--- config.mk ---
export PLATFORM = sky130hd
export DESIGN_NAME = if_prefetch_queue
export DESIGN_NICKNAME = d
export VERILOG_FILES = /design/src/rtl/if_prefetch_queue.sv
export SDC_FILE = /design/constraint.sdc
export NUM_CORES = 1
export LEC_CHECK = 0
export CORE_MARGIN = 3
export CORE_UTILIZATION = 50
export CTS_CLUSTER_SIZE = 10
export DETAILED_ROUTE_END_ITERATION = 10
export PLACE_DENSITY = 0.72
export SLEW_MARGIN = 20
export SYNTH_ARGS = -nofsm -noshare
export SYNTH_HDL_FRONTEND = slang
export SYNTH_SLANG_ARGS = --single-unit
--- constraint.sdc ---
create_clock -name CLK -period 2.6 [get_ports CLK]
set_input_delay 0.52 -clock CLK [delete_from_list [all_inputs] [get_ports CLK]]
set_output_delay 0.52 -clock CLK [all_outputs]
set_load 0.01 [all_outputs]
--- src/rtl/if_prefetch_queue.sv ---
// Instruction prefetch: sequential fetch over a req/ack imem port into a DEPTH-entry {pc,ins} FIFO.
// A zero-wait ack reaches IR the next cycle; fetch pauses when full, stall holds the head, Flash discards.
module if_prefetch_queue #(
  parameter int          DEPTH    = 4,
  parameter logic [31:0] RESET_PC = 32'h0000_0000,
  parameter int          CW       = $clog2(DEPTH + 1)
) (
  input  logic          CLK,
  input  logic          RST,
  input  logic          stall,
  input  logic          Flash,
  input  logic [31:0]   redirectPC,
  output logic          imem_req,
  output logic [31:0]   imem_addr,
  input  logic          imem_ack,
  input  logic [31:0]   imem_data,
  output logic          valid,
  output logic [31:0]   IRIns,
  output logic [31:0]   IRPC,
  output logic [CW-1:0] count
);

  localparam int PW = $clog2(DEPTH);

  typedef enum logic {RUN = 1'b0, DISCARD = 1'b1} state_t;

  state_t        state_q, state_d;
  logic [31:0]   fetch_pc_q, fetch_pc_d;
  logic [31:0]   pend_addr_q, pend_addr_d;
  logic [31:0]   pc_mem  [DEPTH];
  logic [31:0]   ins_mem [DEPTH];
  logic [PW-1:0] rd_ptr_q, wr_ptr_q;
  logic [CW-1:0] count_q;
  logic          req, push, pop, clear, has_entry;

  assign has_entry = (count_q != '0);

  always_ff @(posedge CLK or negedge RST) begin
    if (!RST) begin
      state_q <= RUN;
    end else begin
      state_q <= state_d;
    end
  end

  always_comb begin
    state_d     = state_q;
    fetch_pc_d  = fetch_pc_q;
    pend_addr_d = pend_addr_q;
    req         = 1'b0;
    imem_addr   = fetch_pc_q;
    push        = 1'b0;
    pop         = 1'b0;
    clear       = 1'b0;

    // In RUN the request can only rise when not full, and count cannot grow while it waits,
    // so the request and its address stay stable until the ack.
    case (state_q)
      RUN: req = (count_q < CW'(DEPTH));
      DISCARD: begin
        req       = 1'b1;
        imem_addr = pend_addr_q;
      end
    endcase

    if (Flash) begin
      clear      = 1'b1;
      fetch_pc_d = redirectPC;
      if (state_q == RUN && req && !imem_ack) begin
        pend_addr_d = fetch_pc_q;
        state_d     = DISCARD;
      end else if (state_q == DISCARD && imem_ack) begin
        state_d = RUN;
      end
    end else begin
      pop = has_entry && !stall;
      if (state_q == RUN) begin
        if (req && imem_ack) begin
          push       = 1'b1;
          fetch_pc_d = fetch_pc_q + 32'd4;
        end
      end else if (imem_ack) begin
        state_d = RUN;
      end
    end
  end

  // Reset gates the request so an in-flight transaction is abandoned immediately.
  assign imem_req = RST & req;

  always_ff @(posedge CLK or negedge RST) begin
    if (!RST) begin
      fetch_pc_q  <= RESET_PC;
      pend_addr_q <= 32'h0;
      rd_ptr_q    <= '0;
      wr_ptr_q    <= '0;
      count_q     <= '0;
    end else begin
      fetch_pc_q  <= fetch_pc_d;
      pend_addr_q <= pend_addr_d;
      if (clear) begin
        rd_ptr_q <= '0;
        wr_ptr_q <= '0;
        count_q  <= '0;
      end else begin
        if (push) wr_ptr_q <= wr_ptr_q + PW'(1);
        if (pop)  rd_ptr_q <= rd_ptr_q + PW'(1);
        if (push && !pop) begin
          count_q <= count_q + CW'(1);
        end else if (pop && !push) begin
          count_q <= count_q - CW'(1);
        end
      end
    end
  end

  always_ff @(posedge CLK or negedge RST) begin
    if (!RST) begin
      for (int i = 0; i < DEPTH; i++) begin
        pc_mem[i]  <= 32'h0;
        ins_mem[i] <= 32'h0;
      end
    end else if (push) begin
      pc_mem[wr_ptr_q]  <= fetch_pc_q;
      ins_mem[wr_ptr_q] <= imem_data;
    end
  end

  assign valid = has_entry;
  assign IRIns = has_entry ? ins_mem[rd_ptr_q] : 32'h0;
  assign IRPC  = has_entry ? pc_mem[rd_ptr_q]  : 32'h0;
  assign count = count_q;

endmodule

# == Word level (Yosys, flattened, before mapping) ==
# Index checks and enable logic that the tools add are counted.
# totals
regBits,328
inputBits,69
output_inout_bits,101
# op_classes
add_sub_neg,5
order_cmp,4
eq_ne,2
mux,34
bitwise,4
reduce_logical,19
# ops
operator,n
two-way mux 32 bit,11
bitwise mux 128 bit,2
binary-select mux 32 bit (select 2 bit),2
demux 32 bit (select 2 bit),1
adder 32 x 3 -> 32 bit (second input constant),1
two-way mux 1 bit,10
two-way mux 3 bit,3
logical AND 1 bit,8
two-way mux 2 bit,4
greater-or-equal comparator 3 bit (second input constant),2
NOT 2 -> 3 bit,2
nonzero test 2 bit,3
nonzero test 3 bit,2
adder 2 x 1 -> 2 bit (second input constant),2
logical NOT 1 bit,4
AND reduction 2 bit,2
adder 3 x 1 -> 3 bit (second input constant),1
< comparator 3 x 1 -> 1 bit (second input constant),1
< comparator 3 bit (second input constant),1
!= test 3 x 1 -> 1 bit (second input constant),1
subtractor 3 x 1 -> 3 bit (second input constant),1
!= test 2 bit (second input constant),1
one-hot mux 1 bit (2 select lines),1
AND 1 bit,1
NOT 1 bit,1

# == Longest topological paths before layout ==
# Gate-level depths: netlist (run 1).
# depth
depth_word,11
ltp_mapped,8

# == Worst setup path after synthesis (run 1) ==
# Ideal clock, no wire load.
# synth_path
path_kind,register to output
start,register rd_ptr_q[0]
end,output IRIns[0]
t_arrival_ns,1.874
required_time_ns,2.080
slack_ns,0.206
stages_incl_launch_ff,5
path_buffers,2
path_cell_list,dfrtp_1 > buf_2 > buf_1 > mux4_2 > and2_1
# synth_via
elab_chain_cells,5
# synth_lines
element,line_no,text
start: declaration,32,"logic [PW-1:0] rd_ptr_q, wr_ptr_q;"
start signal: assignment,107,if (pop) rd_ptr_q <= rd_ptr_q + PW'(1);
NOT 2 -> 3 bit (implied by the code),130,assign IRIns = has_entry ? ins_mem[rd_ptr_q] : 32'h0;
binary-select mux 32 bit (select 2 bit),130,
two-way mux 32 bit (implied by the code) (2 in a row),130,
two-way mux 32 bit,130,
end: declaration,18,"output logic [31:0] IRIns,"
# Every way passes these cells. The select of a mux whose other input is x is not followed.

# == Worst setup path after layout (run 1) ==
# layout_path
start,register rd_ptr_q[0]
end,output IRIns[8]
# Same word-level chain as after synthesis.

==> flow_summary.ini, run 1 <==
[grt]
grt_use_met2_pct = 37.8
met3_usage_pct = 4.63
grt.overflow.total = 0
antenna_found_initial = 1
grt_max_degree = 115
grt_pass1_wl_microns = 59200
grt.busiest_layer = met2
grt_util_met1_pct = 30.3
grt_pass1_vias = 10557
track_usage_pct = 22.5

[setup_path]
rrSetupSlack_ns = 0.31
cp_max_fo = 6
cp.required_ns = 2.08
start_kind = flip-flop
r2r_end = fetch_pc_q[17]
worstSetupEndpointType = output port
reg2reg_depth = 4
path_class = reg -> out
cp.arrival_ns = 2.17
rr_startpoint = count[2]

[die]
ios = 170
core_sq_mm = 0.0300
rows = 63
die_height_microns = 181
fp.dieW_microns = 181
dieArea_sq_mm = 0.0328
start_util_pct = 51.2

[place]
gp_congestion = 0.797
hpwl_microns = 23100
port_buffers = 169
placed_cells_incl_taps = 1613

[sta]
skew_ns = 0.0145
setup_viol = 20
slew_headroom_pct = 37.7
max_freq_mhz = 371
post-route-period-util_pct = 104
worst_slack_ns = -0.0922
worstMarginPinSlew_ns = 0.934
hold_violations = 0
whs_ns = 0.151
fin_crit_ns = 2.69
rsz0062_at_grt = true
slew_violations = 0

[synthesis]
netlist_instances = 1091
yosysWarnings = 0
syn-num-nets = 1166
synth_area_sq_mm = 0.0153
ys_types = 45
ys_seq_area_share_pct = 53.5
ys_ff_latch = 328
syn_avg_cell_area_sq_um = 14.1

[finish]
syn_to_final_growth_pct = 26.3
layout-drive-gt1-share_pct = 48.3
num_antenna_cells = 0
fin_cells = 1689
final_util_pct = 64.7
nets = 1363

[clock_tree]
cts_buffers = 39
clk_latency_ns = 0.52
clockRootBuffer = clkbuf_16
cts_tree = yes
h-tree-depth = 2
cts.sinks = 328
cts_buffer_depth = 3
hold_buffers = 0
path_clk_slew_ns = 0.06

[flow_run]
maxCapViolCount = 0

[power]
ir_worst_vdd_mv = 0.683
power.density_mw_per_mm2 = 1160
power.leakage_nw = 8.54

[status]
outcome = finished, violations left
violations = negative setup slack

[drt]
routed_wl_microns = 36500
route.detailed.drc = 0
drtPass1Iterations = 4
ant_nets = 0
num_vias = 9771
drtIter0Drc = 521
wire_per_inst_microns = 21.6
via_per_inst = 5.79

[min_path]
holdCritPathClass = in -> async
## synth_stat cells (all sizes together)
master	count	share of area (%)
dfrtp	328	53
mux2	317	23
clkbuf	75	1.8
and2	64	2.6
mux4	64	9.4
nand2	33	0.81
nor2	22	0.54
o21ai	22	0.72
a31oi	19	0.77
buf	19	0.59
or4	17	0.86
inv	14	0.34
nand3	13	0.42
o31ai	12	0.59
nor3	7	0.23
or3	7	0.29
and4	6	0.34
xnor2	6	0.34
ha	5	0.41
nand4	5	0.20
xor2	5	0.29
nor4	3	0.12
a21boi	2	0.098
a21oi	2	0.065
nand2b	2	0.082
nand4bb	2	0.15
nor2b	2	0.082
nor3b	2	0.098
nor4bb	2	0.13
o311a	2	0.13
a211o	1	0.057
a221oi	1	0.057
a31o	1	0.057
and3	1	0.041
fa	1	0.13
mux2i	1	0.065
nand4b	1	0.057
o211ai	1	0.049
o21bai	1	0.049
o31a	1	0.057
o41ai	1	0.057
or3b	1	0.073
## worst max path at each step
stage	slack [ns]	to	from
after floorplan	0.21	IRIns[0]	rd_ptr_q[0]
after global placement	-0.25	fetch_pc_q[17]	imem_ack
after detailed placement	-0.28	fetch_pc_q[17]	imem_ack
after CTS	-0.22	IRIns[7]	rd_ptr_q[0]
after global routing	-0.15	IRIns[8]	rd_ptr_q[0]
final	-0.09	IRIns[8]	rd_ptr_q[0]
## where the power goes
group          leakage [nW]  internal [mW]  switching, mW
clock                 0.536           2.89           1.94
combinational          3.90           5.98           3.69
sequential             4.11           7.02           1.04
## through the flow
step	area [sq um]	power, mW	TNS, ns	setup slack, ns
finish	19400	22.6	-0.717	-0.0922
global route	19400	23.9	-3.88	-0.147
CTS	19300	22.3	-6.22	-0.224
detailed placement	17900	16.9	-2.61	-0.281
global placement	17900	16.6	-2.06	-0.247
floorplan	15300	13.0	0	0.206
## critical path, cell delays in order (launching register included)
cell     delay [ns]
dfrtp_4        0.52
buf_12         0.16
buf_12         0.14
buf_6          0.11
mux4_2         0.42
and2_4         0.19
buf_6          0.11
## final cells by class
type | instances | area (sq um)
clock buffers | 52 | 1100
repair buffers | 250 | 2660
flip-flops and latches | 328 | 8220
well taps | 390 | 488
fillers | 2224 | 10600
multi-input cells | 655 | 6870
inverters | 14 | 52.6
## timing repair
action                                  in CTS  in global routing
endpoints found under the setup margin      67                 67
resized for setup                          268                 99
cloned                                       7                  1
buffers inserted                            18                  4
pin swaps                                    9                  0
## cell usage in the layout (no fill, tap or decap), types with 3 or more instances in the layout
cell type / netlist / final
clkbuf_8: 0 / 3
dfrtp_1: 328 / 324
buf_4: 0 / 41
xnor2_1: 6 / 6
nand3_1: 13 / 13
and2_1: 64 / 24
o31ai_1: 12 / 12
xor2_1: 5 / 5
buf_12: 0 / 23
mux2_2: 317 / 317
or3_1: 7 / 7
buf_2: 3 / 26
or4_1: 16 / 16
nand2_4: 0 / 4
and2_4: 0 / 40
mux4_2: 64 / 64
clkdlybuf4s50_1: 0 / 103
and4_1: 6 / 6
o21ai_0: 22 / 21
buf_16: 0 / 4
buf_6: 2 / 50
a31oi_1: 19 / 19
nor3_1: 7 / 6
nand2_1: 33 / 29
clkbuf_16: 0 / 42
nor2_1: 22 / 22
nand4_1: 5 / 5
ha_1: 5 / 5
inv_1: 14 / 13
clkbuf_1: 75 / 8
## metal layers
| layer | vias up | routed length, microns | part of all wire, % |
|---|---|---|---|
| li1 | 4366 | - | - |
| met1 | 5140 | 15500 | 42 |
| met2 | 212 | 18100 | 50 |
| met3 | 51 | 2050 | 5.6 |
| met4 | 2 | 827 | 2.3 |
| met5 | - | 9 | 0.025 |
## logic make-up after synthesis
logic type,after synthesis,share of synthesized area [%]
buffers and inverters,108,2.76
and+or+nand+nor,190,7.12
adders and majority gates,6,0.538
xor gates and xnor gates,11,0.628
AOI/OAI and AO/OA,66,2.76
DFF,328,53.5
muxes,382,32.7
## registers in the layout, summed over array words and instances (netlist names)
| signal | flops |
|---|---|
| rd_ptr_q | 2 |
| count | 3 |
| pc_mem | 128 |
| pend_addr_q | 32 |
| fetch_pc_q | 32 |
| ins_mem | 128 |
| state_q | 1 |
| wr_ptr_q | 2 |
No activity file was read; power rests on OpenSTA's default activity.
==> inputs of run 2 (changes only) <==
- ABC_CLOCK_PERIOD_IN_PS: not set -> 2600
==> results of run 2 <==
Same layout as run 1: the final DEF is identical, and so are final timing and power.
